[src/rtl/password_dispatcher.sv]
// rtl/password_dispatcher.sv - round-robin password grant dispatcher; optional counters under DISPATCH_STATS_EN
module password_dispatcher #(
    parameter int NUM_CORES = 4,
    parameter int CORE_W    = 2
) (
    input  logic                 clk,
    input  logic                 rst,
    input  logic                 store_ready,
    input  logic [31:0]          password_count,
    input  logic [31:0]          mem_end,
    output logic [31:0]          idx_rd_addr,
    input  logic [31:0]          idx_rd_data,
    input  logic [NUM_CORES-1:0] req,
    input  logic [NUM_CORES-1:0] found,
    output logic                 grant_valid,
    output logic [NUM_CORES-1:0] grant,
    output logic [31:0]          pw_start,
    output logic [31:0]          pw_len,
    output logic                 match_found,
    output logic [CORE_W-1:0]    found_core,
    output logic                 exhausted,
    output logic                 busy
`ifdef DISPATCH_STATS_EN
    ,
    output logic [31:0]          dispatched_count,
    output logic [31:0]          stall_cycles
`endif
);

    typedef enum logic [2:0] {
        S_IDLE,
        S_ARB,
        S_RD1,
        S_RD2,
        S_GRANT,
        S_DONE
    } state_t;

    state_t                 state;
    logic [31:0]            next_idx;
    logic [31:0]            start_addr;
    logic [CORE_W-1:0]      rr_ptr;
    logic [CORE_W-1:0]      core;
    logic [CORE_W-1:0]      sel_core;
    logic                   sel_hit;
    logic [CORE_W-1:0]      found_low;
    logic [2*NUM_CORES-1:0] req_dbl;
    logic [NUM_CORES-1:0]   req_rot;
    logic [32:0]            idx_plus1;
    logic                   is_last;
    logic [31:0]            end_addr;
    logic [31:0]            len_calc;
    logic                   active;

    // Round-robin pick: rotate req so rr_ptr sits at bit 0, then take the lowest set bit
    always_comb begin
        int off;
        int sum;
        req_dbl = {req, req} >> rr_ptr;
        req_rot = req_dbl[NUM_CORES-1:0];
        off     = 0;
        sel_hit = 1'b0;
        for (int i = NUM_CORES - 1; i >= 0; i--) begin
            if (req_rot[i]) begin
                off     = i;
                sel_hit = 1'b1;
            end
        end
        sum = int'(rr_ptr) + off;
        if (sum >= NUM_CORES) begin
            sum = sum - NUM_CORES;
        end
        sel_core = CORE_W'(sum);
    end

    // Lowest-numbered core reporting a match this cycle
    always_comb begin
        found_low = '0;
        for (int i = NUM_CORES - 1; i >= 0; i--) begin
            if (found[i]) begin
                found_low = CORE_W'(i);
            end
        end
    end

    // End address of the current password and its clamped length; the last entry ends at mem_end
    always_comb begin
        idx_plus1 = {1'b0, next_idx} + 33'd1;
        is_last   = (idx_plus1 >= {1'b0, password_count});
        end_addr  = is_last ? mem_end : (idx_rd_data - 32'd1);
        len_calc  = (end_addr < start_addr) ? 32'd0 : (end_addr - start_addr);
    end

    assign active = (state == S_ARB) || (state == S_RD1) ||
                    (state == S_RD2) || (state == S_GRANT);

    // Dispatch FSM with registered outputs; a match report overrides everything except finishing a GRANT
    always_ff @(posedge clk or negedge rst) begin
        if (!rst) begin
            state       <= S_IDLE;
            next_idx    <= '0;
            start_addr  <= '0;
            rr_ptr      <= '0;
            core        <= '0;
            idx_rd_addr <= '0;
            grant_valid <= 1'b0;
            grant       <= '0;
            pw_start    <= '0;
            pw_len      <= '0;
            match_found <= 1'b0;
            found_core  <= '0;
            exhausted   <= 1'b0;
            busy        <= 1'b0;
        end else begin
            grant_valid <= 1'b0;
            if (active && (|found)) begin
                match_found <= 1'b1;
                found_core  <= found_low;
                busy        <= 1'b0;
                state       <= S_DONE;
                if (state == S_GRANT) begin
                    next_idx <= next_idx + 32'd1;
                    rr_ptr   <= (core == CORE_W'(NUM_CORES - 1)) ? '0 : core + CORE_W'(1);
                end
            end else begin
                case (state)
                    S_IDLE: begin
                        if (store_ready) begin
                            next_idx <= '0;
                            busy     <= 1'b1;
                            state    <= S_ARB;
                        end
                    end
                    S_ARB: begin
                        if (next_idx >= password_count) begin
                            exhausted <= 1'b1;
                            busy      <= 1'b0;
                            state     <= S_DONE;
                        end else if (sel_hit) begin
                            core        <= sel_core;
                            idx_rd_addr <= next_idx;
                            state       <= S_RD1;
                        end
                    end
                    S_RD1: begin
                        start_addr <= idx_rd_data;
                        if (!is_last) begin
                            idx_rd_addr <= idx_plus1[31:0];
                        end
                        state <= S_RD2;
                    end
                    S_RD2: begin
                        grant_valid <= 1'b1;
                        grant       <= {{(NUM_CORES-1){1'b0}}, 1'b1} << core;
                        pw_start    <= start_addr;
                        pw_len      <= len_calc;
                        state       <= S_GRANT;
                    end
                    S_GRANT: begin
                        next_idx <= next_idx + 32'd1;
                        rr_ptr   <= (core == CORE_W'(NUM_CORES - 1)) ? '0 : core + CORE_W'(1);
                        state    <= S_ARB;
                    end
                    S_DONE: begin
                        state <= S_DONE;
                    end
                    default: begin
                        state <= S_IDLE;
                    end
                endcase
            end
        end
    end

`ifdef DISPATCH_STATS_EN
    // Grant and stall counters, both saturating at all-ones
    always_ff @(posedge clk or negedge rst) begin
        if (!rst) begin
            dispatched_count <= '0;
            stall_cycles     <= '0;
        end else begin
            if (grant_valid && (dispatched_count != 32'hFFFF_FFFF)) begin
                dispatched_count <= dispatched_count + 32'd1;
            end
            if ((state == S_ARB) && (req == '0) && (next_idx < password_count) &&
                (stall_cycles != 32'hFFFF_FFFF)) begin
                stall_cycles <= stall_cycles + 32'd1;
            end
        end
    end
`endif

endmodule

[config.mk]
export PLATFORM = sky130hd
export DESIGN_NAME = password_dispatcher
export DESIGN_NICKNAME = d
export VERILOG_FILES = /design/src/rtl/password_dispatcher.sv
export SDC_FILE = /design/constraint.sdc
export NUM_CORES = 1
export LEC_CHECK = 0
export CAP_MARGIN = 30
export CORE_MARGIN = 2
export CORE_UTILIZATION = 50
export CTS_CLUSTER_DIAMETER = 40
export DETAILED_ROUTE_END_ITERATION = 7
export DONT_BUFFER_PORTS = 1
export HOLD_SLACK_MARGIN = 0.05
export PLACE_DENSITY = 0.68
export SYNTH_ARGS = -nofsm -noshare
export SYNTH_HDL_FRONTEND = slang
export SYNTH_SLANG_ARGS = --single-unit
[constraint.sdc]
create_clock -name clk -period 6.35 [get_ports clk]
set_clock_uncertainty 0.2 [all_clocks]
set_input_delay 1.5875 -clock clk [delete_from_list [all_inputs] [get_ports clk]]
set_output_delay 1.5875 -clock clk [all_outputs]
set_load 0.05 [all_outputs]
==> metrics.md <==
| Metric | Value |
|---|---|
| Final Hold Vio Count | 0 |
| Vias in the first global route | 10.4k |
| Outcome | completed |
| Drc violations | 0 |
| Clock root cell | clkbuf_16 |
| Seq/Total Area, Yosys | 36.7% |
| GR Overflow Total | 0 |
| Mapped Cells | 1378 |
| Area of the multi-input gates | 7350 sq um |
| Clock sinks | 177 |
| IO Count | 213 |
| First drt pass iteration count | 6 |
| Delay-heaviest family, CP | compound AO/OA/AOI/OAI gates |
| Share of cells above drive strength 1 | 19.2% |
| Total GRT Usage | 25.8% |
| Yosys Warn Count | 0 |
| Largest net degree at the start of global routing | 178 |
| Async S/R FF share, synth | 100% |
| Crit path DAT | 6380 ps |
| Critical path type | flop to flop |
| Initial Utilization | 51.1% |
| CTS Buf Count | 17 |
| DR vias/cell | 5.65 |
| Slowest CP cell | dfrtp_1 |
| Static Leak | 6.59 nW |
| Net count, final | 1680 |
| Die ar. | 25400 sq um |
| Die Wd | 159 um |
| Synth Cell Area | 12100 sq um |
| Fmax | 159 MHz |
| Top Metal Used | met5 |
| Register Area | 4430 sq um |
| CP Max Fanout | 21 |
| Slew HR | 31.3% |
| Area contributors post-synth | dfrtp_1 37%, ha_1 11%, o21ai_0 6.7%, nand2_1 6.4%, xnor2_1 5.7% |
| Critical Path Max Stage Delay | 360 ps |
| Cell taking the most area after synthesis | dfrtp_1 |
| Setup WS post-layout | 78.8 ps |
| WL per Instance | 18.1 um |
| Clk pin slew, worst setup/hold paths | 70 ps |
| Most frequent cell on the critical path | buf_12 |
| CTS H-tree lvls | 4 |
| WL met3 | 2.34 mm |
| Max cap viols | 0 |
| Met2 Routed Length | 16.2 mm |
| CP Capture Type | flop |
| Tmin final | 6270 ps |
| Startpoint types | flop |
| Num rows | 56 |
| Area of the core | 23600 sq um |
| Data required, critical path | 6460 ps |
| Number of diodes | 0 |
| Max-slew violations | 0 |
| Initial antenna violation count | 1 |
| Pwr Density | 184 nW/um^2 |
| Post-synth cell types | 73 |
| Hold Path Class | flop to flop |
| Syn Nets | 1590 |
| Final-report setup violation count | 0 |
| Antenna-violating nets left | 0 |
| Ys flop type | dfrtp_1 |
| Final hold slack | 359 ps |
| CTS tree | yes |
| Initial DRC count | 564 |
| Unrepaired setup endpoints after global routing | yes |
| Clk Latency, worst-skew pair | 440 ps |
| Number of flops mapped to enable cells by yosys | 0 |
| Synth Area per Inst | 8.76 sq um |
| Period utilization | 98.8% |
| Pre-CTS setup slack | -160 ps |
| Worst path buffer plus inverter count | 5 |
| DP Wirelength | 24.3 mm |
| Clock Tree Buf Depth | 2 |
| FF+latch count, synth | 177 |
| Via Count | 10.2k |
| Slew @ Worst Pin | 1030 ps |
| Port Buffer Count | 0 |
| Die Y | 159 um |
| Final RePlAce weighted congestion | 0.914 |
| Filler cell count | 2065 |
| Routed WL | 32.5 mm |
| Global-route wire length before repair | 52.9 mm |
| Met1 WL | 13.1 mm |
| Area grow syn2layout | 17.5% |
| VDD IR-drop max | 0.145 mV |
| Top cell type's share of synthesized area | 36.7% |
layout by cell type, fill, tap and decap left out, types with 5 or more instances in the layout:
cell type,count
nand2_1,205
xnor2_1,78
o21ai_1,7
a21oi_1,47
o21a_1,9
clkbuf_16,17
o21ai_2,21
and3_4,5
nand4_1,12
nor2b_1,10
nand2b_1,13
nand3_2,7
o21ai_0,157
o211ai_1,6
and3_1,11
mux2_2,34
a21o_1,46
nor3_1,12
a31oi_1,8
ha_1,103
inv_1,83
xor2_1,36
nor2_2,5
buf_4,129
dfrtp_1,177
or4_1,7
a211oi_1,7
nand3_1,25
nor2_1,68
nor4_1,9
o31ai_1,23
or2_2,5
worst paths after layout:
kind                                                    to  slack, ps                  startpoint  cells past startpoint
worst max-delay path                pw_len[31]$_DFFE_PN0P_         80     next_idx[1]$_DFFE_PN0P_                     30
worst min-delay path            start_addr[12]$_DFFE_PN0P_        360  start_addr[12]$_DFFE_PN0P_                      2
worst max register to register      pw_len[31]$_DFFE_PN0P_         80     next_idx[1]$_DFFE_PN0P_                     30
worst min register to register  start_addr[12]$_DFFE_PN0P_        360  start_addr[12]$_DFFE_PN0P_                      2
max in group asynchronous        start_addr[0]$_DFFE_PN0P_       4950                         rst                      0
min in group asynchronous       idx_rd_addr[7]$_DFFE_PN0P_        640                         rst                      0
timing repair:
| action | in CTS | in global routing |
|---|---|---|
| resized for setup | 13 | 27 |
| hold buffers | 0 | 0 |
| cloned | 1 | 0 |
| hold endpoints to repair | 0 | 0 |
| setup buffers | 2 | 6 |
| setup endpoints to repair | 32 | 32 |
| pin swaps | 10 | 21 |
per-layer routing:
layer	GRT usage (%)	up-vias
met4	9.13	2
li1	-	4978
met2	45.1	276
met5	0	-
met3	8.15	49
met1	29.8	4868
metrics by stage:
step / util (%) / area [sq um] / instances / total power, mW / TNS [ps]
3_3_place_gp: 56.4 / 13300 / 1759 / 1.51 / -422
4_1_cts: 59.4 / 14000 / 1794 / 2.62 / 0
6_report: 60.1 / 14200 / 1800 / 2.61 / 0
2_1_floorplan: - / 12200 / 1378 / 1.41 / -985
3_5_place_dp: 56.4 / 13300 / 1759 / 1.52 / -3640
5_1_grt: 60.1 / 14200 / 1800 / 2.71 / -6440
synth_stat cells (all sizes together) (8+ instances only):
library cell,instances
a31oi,8
o21a,10
xnor2,78
nor2b,10
nor2,77
a211oi,8
dfrtp,177
ha,104
inv,83
a21o,46
nor3,19
and3,16
o21ai,187
mux2,35
clkbuf,48
buf,16
nor4,11
xor2,36
nand2b,13
nand2,205
nand4,13
nand3,34
o31ai,25
a21oi,50
worst register-to-register path, delay by kind of cell, from the launching register on:
kind	cells	cell delay (ps)
compound gates	15	3060
simple gates	6	890
flops	1	360
xor+xnor	1	170
buf+inv	5	720
fa+ha+maj	3	740
power breakdown:
group / internal [mW] / switching, mW
clock network: 0.610 / 0.485
registers: 1.14 / 0.0229
logic: 0.165 / 0.187
sequential cells by signal (all words and copies together) (netlist names), 2 cells and up:
name,cells
core,2
found_core,2
grant,4
idx_rd_addr,32
next_idx,32
pw_len,32
pw_start,32
rr_ptr,2
start_addr,32
state,3
final cells by class:
class                   instances  share of cell area [%]
clock buffers                  19                    3.19
well taps                     319                    2.81
clock inverters                13                    1.06
multi-input cells            1053                    51.8
flip-flops and latches        177                    31.2
repair buffers                135                    7.67
inverters                      84                    2.22
cell families (layout without fill, tap and decap cells):
kind of cell / after synthesis / in the layout / synth area share [%]
muxes: 36 / 36 / 3.35
DFF: 177 / 177 / 36.7
adders and majority gates: 105 / 105 / 10.9
xor gates and xnor gates: 114 / 114 / 8.27
and+or+nand+nor: 417 / 417 / 15.7
AOI/OAI and AO/OA: 381 / 381 / 20.1
buffers and inverters: 148 / 251 / 4.93
Power figures use the tool's default switching activity.
